## config.mk

```make
export PLATFORM = sky130hd
export DESIGN_NAME = ebuf_wptr_ctrl
export DESIGN_NICKNAME = d
export VERILOG_FILES = /design/src/rtl/ebuf_pkg.sv /design/src/rtl/gray_ptr_sync.sv /design/src/rtl/ebuf_wptr_ctrl.sv
export SDC_FILE = /design/constraint.sdc
export NUM_CORES = 1
export LEC_CHECK = 0
export ABC_AREA = 1
export CELL_PAD_IN_SITES_DETAIL_PLACEMENT = 0
export CELL_PAD_IN_SITES_GLOBAL_PLACEMENT = 1
export CORE_UTILIZATION = 30
export CTS_BUF_LIST = sky130_fd_sc_hd__clkbuf_8 sky130_fd_sc_hd__clkbuf_16
export DETAILED_ROUTE_END_ITERATION = 10
export GPL_ROUTABILITY_DRIVEN = 0
export PLACE_DENSITY = 0.84
export SLEW_MARGIN = 20
export SYNTH_ARGS = -nofsm -noshare
export SYNTH_HDL_FRONTEND = slang
export SYNTH_SLANG_ARGS = --single-unit
```

## constraint.sdc

```tcl
create_clock -name rx_clk -period 3.2 [get_ports rx_clk]
set_input_delay 0.48 -clock rx_clk [delete_from_list [all_inputs] [get_ports rx_clk]]
set_output_delay 0.48 -clock rx_clk [all_outputs]
set_load 0.03 [all_outputs]
```

## src/rtl/ebuf_pkg.sv

```systemverilog
// ebuf_pkg: elastic-buffer state encoding and gray-code helpers shared by both pointer controllers.
package ebuf_pkg;
   typedef enum logic [1:0] {NORMAL, REMOVE, ADD} ebuf_state_e;
   // Helpers work at a fixed maximum width; callers zero-extend and truncate to their pointer width.
   localparam int GW = 16;
   function automatic logic [GW-1:0] bin2gray(input logic [GW-1:0] b);
      return b ^ (b >> 1);
   endfunction
   function automatic logic [GW-1:0] gray2bin(input logic [GW-1:0] g);
      logic [GW-1:0] b;
      b[GW-1] = g[GW-1];
      for (int i = GW - 2; i >= 0; i--) b[i] = b[i+1] ^ g[i];
      return b;
   endfunction
endpackage

```

## src/rtl/gray_ptr_sync.sv

```systemverilog
// gray_ptr_sync: multi-flop synchroniser for a gray-coded pointer crossing into this clock domain.
module gray_ptr_sync #(
   parameter int WIDTH  = 4,
   parameter int STAGES = 2
) (
   input  logic             rx_clk,
   input  logic             rx_rst,
   input  logic [WIDTH-1:0] i_gray,
   output logic [WIDTH-1:0] o_gray
);
   logic [WIDTH-1:0] r_sync [STAGES];
   always_ff @(posedge rx_clk) begin
      if (rx_rst) r_sync <= '{default: '0};
      else begin
         r_sync[0] <= i_gray;
         for (int i = 1; i < STAGES; i++) r_sync[i] <= r_sync[i-1];
      end
   end
   assign o_gray = r_sync[STAGES-1];
endmodule

```

## src/rtl/ebuf_wptr_ctrl.sv

```systemverilog
// ebuf_wptr_ctrl: RX elastic-buffer write pointer, fill level and SKP add/remove hysteresis control.
module ebuf_wptr_ctrl
   import ebuf_pkg::*;
#(
   parameter  int ADDR_WIDTH  = 3,
   parameter  int HI_THRESH   = 6,
   parameter  int LO_THRESH   = 2,
   parameter  int SYNC_STAGES = 2,
   localparam int PTR_WIDTH   = ADDR_WIDTH + 1
) (
   input  logic                  rx_clk,
   input  logic                  rx_rst,
   input  logic                  LTSSM_rst,
   input  logic                  write_en,
   input  logic                  is_skp,
   input  logic [PTR_WIDTH-1:0]  r_gray_rptr,
   output logic                  wr_commit,
   output logic [ADDR_WIDTH-1:0] waddr,
   output logic [PTR_WIDTH-1:0]  wptr,
   output logic [PTR_WIDTH-1:0]  gray_wptr,
   output logic [PTR_WIDTH-1:0]  fill_level,
   output logic                  full,
   output logic                  skp_rmv_rqst,
   output logic                  skp_add_rqst,
   output logic                  skp_dropped,
   output logic                  overflow
);
   localparam int DEPTH = 2 ** ADDR_WIDTH;
   localparam logic [PTR_WIDTH-1:0] W_DEPTH = PTR_WIDTH'(DEPTH);
   localparam logic [PTR_WIDTH-1:0] W_HI    = PTR_WIDTH'(HI_THRESH);
   localparam logic [PTR_WIDTH-1:0] W_LO    = PTR_WIDTH'(LO_THRESH);
   localparam logic [PTR_WIDTH-1:0] W_MID   = PTR_WIDTH'((HI_THRESH + LO_THRESH) / 2);

   if (!(LO_THRESH > 0 && LO_THRESH < HI_THRESH && HI_THRESH < DEPTH) || SYNC_STAGES < 2) begin : g_bad_params
      $error("ebuf_wptr_ctrl: illegal threshold or sync-stage parameters");
   end

   logic                 w_rst, w_drop, w_full;
   logic [PTR_WIDTH-1:0] w_gray_rptr_sync, w_rptr_bin, w_fill, w_wptr_next;
   logic [PTR_WIDTH-1:0] r_wptr, r_gray_wptr;
   logic                 r_skp_run, r_skp_dropped, r_overflow;
   ebuf_state_e          r_state;

   assign w_rst = rx_rst | LTSSM_rst;

   gray_ptr_sync #(.WIDTH(PTR_WIDTH), .STAGES(SYNC_STAGES)) u_rptr_sync (
      .rx_clk (rx_clk),
      .rx_rst (w_rst),
      .i_gray (r_gray_rptr),
      .o_gray (w_gray_rptr_sync)
   );

   assign w_rptr_bin  = PTR_WIDTH'(gray2bin(GW'(w_gray_rptr_sync)));
   assign w_fill      = r_wptr - w_rptr_bin;
   assign w_full      = w_fill == W_DEPTH;
   // At most one SKP is dropped per run of consecutive SKPs.
   assign w_drop      = write_en & is_skp & (r_state == REMOVE) & ~r_skp_run;
   assign wr_commit   = write_en & ~w_full & ~w_drop & ~w_rst;
   assign w_wptr_next = r_wptr + PTR_WIDTH'(wr_commit);

   always_ff @(posedge rx_clk) begin
      if (w_rst) begin
         r_wptr        <= '0;
         r_gray_wptr   <= '0;
         r_state       <= NORMAL;
         r_skp_run     <= 1'b0;
         r_skp_dropped <= 1'b0;
         r_overflow    <= 1'b0;
      end else begin
         r_wptr        <= w_wptr_next;
         r_gray_wptr   <= PTR_WIDTH'(bin2gray(GW'(w_wptr_next)));
         r_skp_dropped <= w_drop;
         r_overflow    <= r_overflow | (write_en & w_full & ~w_drop);
         if (write_en) r_skp_run <= is_skp;
         unique case (r_state)
            NORMAL:  r_state <= (w_fill > W_HI) ? REMOVE : (w_fill < W_LO) ? ADD : NORMAL;
            REMOVE:  r_state <= (w_fill <= W_MID) ? NORMAL : REMOVE;
            ADD:     r_state <= (w_fill >= W_MID) ? NORMAL : ADD;
            default: r_state <= NORMAL;
         endcase
      end
   end

   assign waddr        = r_wptr[ADDR_WIDTH-1:0];
   assign wptr         = r_wptr;
   assign gray_wptr    = r_gray_wptr;
   assign fill_level   = w_fill;
   assign full         = w_full;
   assign skp_rmv_rqst = r_state == REMOVE;
   assign skp_add_rqst = r_state == ADD;
   assign skp_dropped  = r_skp_dropped;
   assign overflow     = r_overflow;
endmodule

```

==> reports/metrics.csv, run 1 <==
metric,value,unit
outcome,"complete, but fails checks",
failing_checks,design-rule violations,
total_negative_slack_for_setup_checks,0,ns
detailroute.wirelength.met2,906,µm
synth-xor-area-share,7.04,%
via_count,809,
post_drt_wl_per_cell,9.31,µm
synth.yosys.seq_area_share,42.5,%
hpwlAfterDp,1510,µm
timing.hold.worst.class,reg -> reg,
critPathArrivalTime,2.49,ns
post-layout-total-power,0.554,mW
post-route-min-period,2.97,ns
synth_simple_gate_area_share,21.8,%
post_placement_cell_area,1280,µm²
syn-instance-count,123,
routed_wirelength,1830,µm
fp.coreArea,2880,µm²
drc_errors,4,
largest_family_of_logic_cells_by_synthesized_area,simple AND/OR/NAND/NOR gates,
timing.critical_path.to_type,primary output,
post-route-util,46.2,%
dieHeight,58.0,µm
finalNetCount,171,
wl_met1,778,µm
floorplan.initialDensity,32.8,%
route.antenna.remaining_nets,0,
io-pin-count,30,
clkLatencyLatePin,0.25,ns
synth-seq-cells,20,
first_global_vias,788,
hold-worst-slack,0.408,ns
number_of_antenna_violations_at_the_first_check_in_global_routing,0,
synth_compound_gate_area_share,5.58,%
static-leakage-power,0.627,nW
timing.critical_path.fanout_max,4,
global_route_wire_length_before_repair,3280,µm
topRoutingLayerUsed,met3,
avgViaCountPerCell,4.11,
timing.critical_path.required,2.72,ns
criticalPathCategory,reg -> out,
total_global_routing_overflow,0,
synth.net_count,138,
cts_buffer_depth,2,
fp-row-count,19,
synth.distinct_cells,20,
clk_pin_slew,0.07,ns
finalSetupViolCount,0,
hold_buffers,0,
numCtsBuffers,3,
globalRouteTotalUtil,12.8,%
timing.fmax,337,MHz
worst_hold_path.num_cells,2,
ys_dominant_reg_cell,dfxtp_1,
yosys.area_share.adder,8.76,%
postSynth.asyncResetShare,0,%
cts_tree,done,
layout.cell_area.non_filler,1330,µm²
multi_input_area,407,µm²
synth.mux.area_fraction,0,%
clock-skew-final,0.00816,ns
slew-limit-headroom,75.9,%
worstSetupStartpointType,flop,
design.die.area,3370,µm²
report.final.hold_viol_count,0,
cts_num_sinks,20,
period_share,92.7,%
power_density,417,nW/µm²
root_buffer,clkbuf_8,
antenna-diode-count,0,
syn_area_per_cell,7.66,µm²
die-width,58.0,µm
yosysWarningCount,0,
grt_start_max_net_pins,15,
timing.reg2reg.worst_path_depth,17,
met3RoutedLength,149,µm
area.growth.synth_to_final,40.9,%
peak_ir_drop_on_the_vdd_network,0.338,mV
drt_pre_antenna_iters,7,
post_synth_edffs,0,
drive_above_1_share,11.0,%
max_cap_violations,0,
tightest_slew,0.358,ns
synth_area,942,µm²
number_of_port_buffers,29,
report.final.slew_viol_count,0,
nFillCells,294,
drt_iter0_drcs,30,
cts.htree.levels,1,
unrepaired_setup_endpoints_after_global_routing,false,
seqCellArea,400,µm²
[worst max-delay path, cell delays in order, from the launching register on]
cell,delay (ns)
dfxtp_1,0.34
xnor2_2,0.23
xor2_2,0.22
xnor2_1,0.09
ha_1,0.21
fa_1,0.55
nand2_1,0.08
nor2_1,0.13
nand2_2,0.07
nand2_1,0.06
inv_1,0.06
clkbuf_2,0.18
[layer usage]
| metal | vias to the layer above | GRT usage, % |
|---|---|---|
| met4 | 0 | 2.04 |
| met2 | 29 | 23.0 |
| li1 | 426 | - |
| met1 | 354 | 14.9 |
| met3 | 0 | 4.46 |
| met5 | - | 0 |
[timing repair]
item	CTS	global route
pin swaps	0	0
endpoints found under the setup margin	3	3
setup buffers	0	0
hold endpoints to repair	0	0
resized for setup	3	5
[registers in the layout (all words and copies together) (netlist names)]
signal	count
overflow	1
r_state	2
gray_wptr	3
skp_dropped	1
u_rptr_sync.o_gray	4
wptr	4
u_rptr_sync.r_sync	4
r_skp_run	1
[stage by stage]
stage | cells | setup slack (ns)
floorplan | 123 | 0.130
global placement | 193 | 0.139
detailed placement | 193 | 0.0366
CTS | 197 | 0.0315
global route | 197 | 0.0110
finish | 197 | 0.232
[final cells by class]
| class | instances | share of cell area [%] |
|---|---|---|
| Multi-Input combinational cell | 71 | 30.6 |
| Sequential cell | 20 | 30.2 |
| Timing Repair Buffer | 33 | 23.5 |
| Inverter | 27 | 7.63 |
| Clock buffer | 4 | 4.15 |
| Tap cell | 42 | 3.96 |
[cells by family (layout without fill, tap and decap cells)]
logic type / Yosys count / after routing
adders and majority gates: 6 / 6
buffers and inverters: 32 / 64
xor gates and xnor gates: 5 / 5
and+or+nand+nor: 50 / 50
AOI/OAI and AO/OA: 10 / 10
DFF: 20 / 20
[synthesized netlist by cell type (2+ instances only)]
master,instances,area share [%]
inv_1,26,10
nand2_2,2,1.3
xnor2_1,2,1.9
buf_4,4,3.2
nor3_1,2,1.1
nor2_1,18,7.2
dfxtp_1,20,42
a21oi_1,5,2.7
nand3_1,4,2.1
o21ai_0,4,2.1
nand2_1,22,8.8
ha_1,5,6.6
xnor2_2,2,3.5
[where the power goes]
| part | switching [mW] | total [mW] | internal [mW] |
|---|---|---|---|
| clock network | 0.0774 | 0.187 | 0.109 |
| logic | 0.0621 | 0.108 | 0.0463 |
| registers | 0.00392 | 0.259 | 0.255 |
[placed cells by master (no fill, tap or decap)]
master and instances:
inv_1 26, clkdlybuf4s50_1 25, nand2_1 22, dfxtp_1 20, nor2_1 18, a21oi_1 5, ha_1 5, nand3_1 4
o21ai_0 4, clkbuf_8 4, buf_4 4, xnor2_2 2, nand2_2 2, nor3_1 2, xnor2_1 2, clkbuf_2 2
xor2_2 1, inv_2 1, nor2_2 1, nor4_1 1, o211ai_1 1, fa_1 1, dlymetal6s2s_1 1, dlygate4sd2_1 1
[final timing paths]
path / endpoint / slack, ns / start
max reg2reg: gray_wptr[2] / 0.40 / u_rptr_sync.o_gray[3]
max: wr_commit / 0.23 / u_rptr_sync.o_gray[3]
min reg2reg: u_rptr_sync.o_gray[0] / 0.41 / u_rptr_sync.r_sync[4]
min: u_rptr_sync.o_gray[0] / 0.41 / u_rptr_sync.r_sync[4]
No activity file was read; power rests on OpenSTA's default activity.
==> run 2: changes to the inputs <==
--- a/config.mk
+++ b/config.mk
@@ -12,6 +12,7 @@
 export CTS_BUF_LIST = sky130_fd_sc_hd__clkbuf_8 sky130_fd_sc_hd__clkbuf_16
 export DETAILED_ROUTE_END_ITERATION = 10
 export GPL_ROUTABILITY_DRIVEN = 0
+export MAX_ROUTING_LAYER = met4
 export PLACE_DENSITY = 0.84
 export SLEW_MARGIN = 20
 export SYNTH_ARGS = -nofsm -noshare
==> results of run 2 <==
No change in the layout: final DEF, timing and power equal those of run 1.
Among the figures that moved: via count of the first global-routing pass 788 -> 789; overall routing resource usage 12.8% -> 13.2%
==> run 3: changes to the inputs <==
--- a/config.mk
+++ b/config.mk
@@ -5,7 +5,7 @@
 export SDC_FILE = /design/constraint.sdc
 export NUM_CORES = 1
 export LEC_CHECK = 0
-export ABC_AREA = 1
+export ABC_AREA = 0
 export CELL_PAD_IN_SITES_DETAIL_PLACEMENT = 0
 export CELL_PAD_IN_SITES_GLOBAL_PLACEMENT = 1
 export CORE_UTILIZATION = 30
@@ -13,7 +13,8 @@
 export DETAILED_ROUTE_END_ITERATION = 10
 export GPL_ROUTABILITY_DRIVEN = 0
 export MAX_ROUTING_LAYER = met4
-export PLACE_DENSITY = 0.84
+export PLACE_DENSITY = 0.82
+export RECOVER_POWER = 50
 export SLEW_MARGIN = 20
 export SYNTH_ARGS = -nofsm -noshare
 export SYNTH_HDL_FRONTEND = slang
==> run 3 against run 2 <==
  * The run still ends with design-rule violations left
  * Critical path type unchanged
  * Largest cell class unchanged
  * Via count shrank 16%
  * Global-route usage shrank 1.6 points
  * Synthesized cell count shrank 23%
  * First-iteration DRC count shrank 47%
==> reports/metrics.csv, run 3 <==
metric,value,unit,change
total_negative_slack_for_setup_checks,0,ns,unchanged
area.growth.synth_to_final,43.1,%,was 40.9%
max_cap_violations,0,,unchanged
number_of_antenna_violations_at_the_first_check_in_global_routing,0,,unchanged
hold_buffers,0,,unchanged
failing_checks,design-rule violations,,unchanged
drt_iter0_drcs,16,,was 30
tightest_slew,0.646,ns,was 0.358 ns
static-leakage-power,0.597,nW,was 0.627 nW
timing.critical_path.required,2.72,ns,about the same
synth_top_cells_by_area,"dfxtp_1 44%, ha_1 6.9%, and2_1 6.2%",,"was dfxtp_1 42%, inv_1 10%, nand2_1 8.8%"
clk_pin_slew,0.07,ns,about the same
critPathArrivalTime,2.53,ns,was 2.49 ns
finalNetCount,141,,was 171
layout.cells.most_common_list,"20 x dfxtp_1, 13 x nor2_1, 13 x clkdlybuf4s50_1, 11 x dlygate4sd3_1, 8 x and2_1",,"was 26 x inv_1, 25 x clkdlybuf4s50_1, 22 x nand2_1, 20 x dfxtp_1, 18 x nor2_1"
period_share,94.2,%,was 92.7%
layout.cell_area.non_filler,1300,µm²,was 1330 µm²
final_cell_count_no_fill,156,,was 197
timing.fmax,332,MHz,was 337 MHz
gr-usage-met2,18.0,%,was 23.0%
timing.hold.worst.class,reg -> reg,,unchanged
fp.coreArea,2810,µm²,was 2880 µm²
clock-skew-final,0.000844,ns,was 0.00816 ns
report.final.slew_viol_count,0,,unchanged
most_frequent_cell_after_synthesis,dfxtp_1,,was inv_1
post-layout-total-power,0.546,mW,was 0.554 mW
number_of_port_buffers,29,,unchanged
clkLatencyLatePin,0.25,ns,about the same
synth.net_count,110,,was 138
root_buffer,clkbuf_8,,unchanged
cts_buffer_depth,2,,unchanged
finalSetupViolCount,0,,unchanged
nFillCells,273,,was 294
post-synth-top-area-cell,dfxtp_1,,unchanged
outcome,"complete, but fails checks",,unchanged
first_global_vias,619,,was 789
via_count,680,,was 809
avgViaCountPerCell,4.36,,was 4.11
hold_path_startpoint,u_rptr_sync.r_sync[5],,was u_rptr_sync.r_sync[4]
use_met1,14.3,%,was 14.9%
post-route-worst-setup-slack,0.186,ns,was 0.232 ns
antenna-diode-count,0,,unchanged
post_placement_cell_area,1210,µm²,was 1280 µm²
die-width,57.0,µm,was 58.0 µm
post_drt_wl_per_cell,10.6,µm,was 9.31 µm
cts_num_sinks,20,,unchanged
cts_tree,done,,unchanged
worstSetupStartpointType,flop,,unchanged
post-route-min-period,3.01,ns,was 2.97 ns
drc_errors,2,,was 4
globalRouteTotalUtil,11.6,%,was 13.2%
peak_ir_drop_on_the_vdd_network,0.218,mV,was 0.338 mV
routed_wirelength,1660,µm,was 1830 µm
design.die.area,3240,µm²,was 3370 µm²
total_global_routing_overflow,0,,unchanged
detailedPlace.worstSlack,0.177,ns,was 0.0366 ns
route.antenna.remaining_nets,0,,unchanged
syn_area_per_cell,9.54,µm²,was 7.66 µm²
global_route_wire_length_before_repair,2790,µm,was 3280 µm
gr-usage-met3,2.72,%,was 4.46%
layout_commonest_cell,dfxtp_1,,was inv_1
timing.critical_path.fanout_max,4,,unchanged
drt_pre_antenna_iters,6,,was 7
worst_hold_path.num_cells,1,,was 2
cts.htree.levels,1,,unchanged
ys_dominant_reg_cell,dfxtp_1,,unchanged
slew-limit-headroom,56.9,%,was 75.9%
syn-instance-count,95,,was 123
yosysWarningCount,0,,unchanged
synth.distinct_cells,27,,was 20
power_density,421,nW/µm²,was 417 nW/µm²
criticalPathCategory,reg -> out,,unchanged
numCtsBuffers,3,,unchanged
critPathLaunch,u_rptr_sync.o_gray[3],,unchanged
synth_largest_type_area_fraction,44.2,%,was 42.5%
grt_start_max_net_pins,12,,was 15
fp-row-count,19,,unchanged
io-pin-count,30,,unchanged
floorplan.initialDensity,32.3,%,was 32.8%
synth.yosys.seq_area_share,44.2,%,was 42.5%
synth_area,906,µm²,was 942 µm²
drive_above_1_share,12.0,%,was 11.0%
post_synth_edffs,0,,unchanged
report.final.hold_viol_count,0,,unchanged
dieHeight,57.0,µm,was 58.0 µm
r2r-start,u_rptr_sync.o_gray[3],,unchanged
yosys-top-cells-count,"20 x dfxtp_1, 13 x nor2_1, 9 x and2_1",,"was 26 x inv_1, 22 x nand2_1, 20 x dfxtp_1, 18 x nor2_1"
hpwlAfterDp,1270,µm,was 1510 µm
synth-seq-cells,20,,unchanged
numPlacedInstances,151,,was 193
timing.critical_path.to_type,primary output,,unchanged
postSynth.asyncResetShare,0,%,unchanged
busiest_layer_in_global_routing,met2,,unchanged
timing.reg2reg.worst_path_depth,12,,was 17
==> run 3: cell types whose count changed after synthesis, sizes merged, moves of 2 or more <==
cell | previous run | this run
nor3 | 2 | 0
xnor2 | 4 | 6
nand3 | 4 | 1
and2 | 0 | 9
xor2 | 1 | 6
o21ai | 4 | 1
inv | 27 | 6
nor2 | 19 | 13
nand2 | 24 | 5
nor2b | 0 | 2
==> run 3: cells by family (layout without fill, tap and decap cells) <==
group                      Yosys count  count (layout)  share of synthesized area, %
AOI/OAI and AO/OA                    9               9                          6.35
xor gates and xnor gates            12              12                          11.6
adders and majority gates            6               6                          9.12
buffers and inverters               11              41                          6.22
DFF                                 20              20                          44.2
and+or+nand+nor                     37              37                          22.5
==> run 3: final timing paths <==
| kind | slack [ns] | to |
|---|---|---|
| setup / recovery | 0.19 | full |
| hold / removal | 0.43 | u_rptr_sync.o_gray[1] |
| setup reg to reg | 0.29 | gray_wptr[0] |
| hold reg to reg | 0.43 | u_rptr_sync.o_gray[1] |
==> run 3: layout make-up <==
type / instances / area, µm² / area share [%]
multi-input combinational: 64 / 483 / 37.3
clock buffer: 4 / 55.1 / 4.25
timing repair buffer: 31 / 297 / 22.9
inverter: 6 / 22.5 / 1.74
tap: 31 / 38.8 / 2.99
sequential: 20 / 400 / 30.9
==> run 3: worst max-delay path: stages (launching register included) <==
cell and delay, ns:
dfxtp_1 0.34, xnor2_2 0.25, xor2_2 0.23, xnor2_1 0.10, ha_1 0.20, fa_1 0.55
nand2_1 0.09, nor2_1 0.20, and2_1 0.17, buf_4 0.15
==> run 3: report_power, final <==
part	switching, mW	internal, mW
clock network	0.0767	0.109
logic	0.0558	0.0450
registers	0.00402	0.255
total	0.137	0.409
==> run 3: repair_timing <==
item / in CTS / in global routing
cloned: 0 / 0
resized for setup: 3 / 3
buffers inserted: 0 / 1
endpoints found under the setup margin: 2 / 5
pin swaps: 0 / 1
==> run 3: metrics by stage <==
stage	utilization [%]	hold slack, ns
CTS	45.5	0.432
floorplan	-	0.406
global placement	43.3	0.410
global route	46.2	0.443
detailed placement	43.3	0.414
finish	46.2	0.427
==> run 3: routing by layer <==
layer,part of all wire [%],wire [µm]
met5,0,0
met1,44,727
met4,0.85,14
met3,3.5,58
met2,52,854
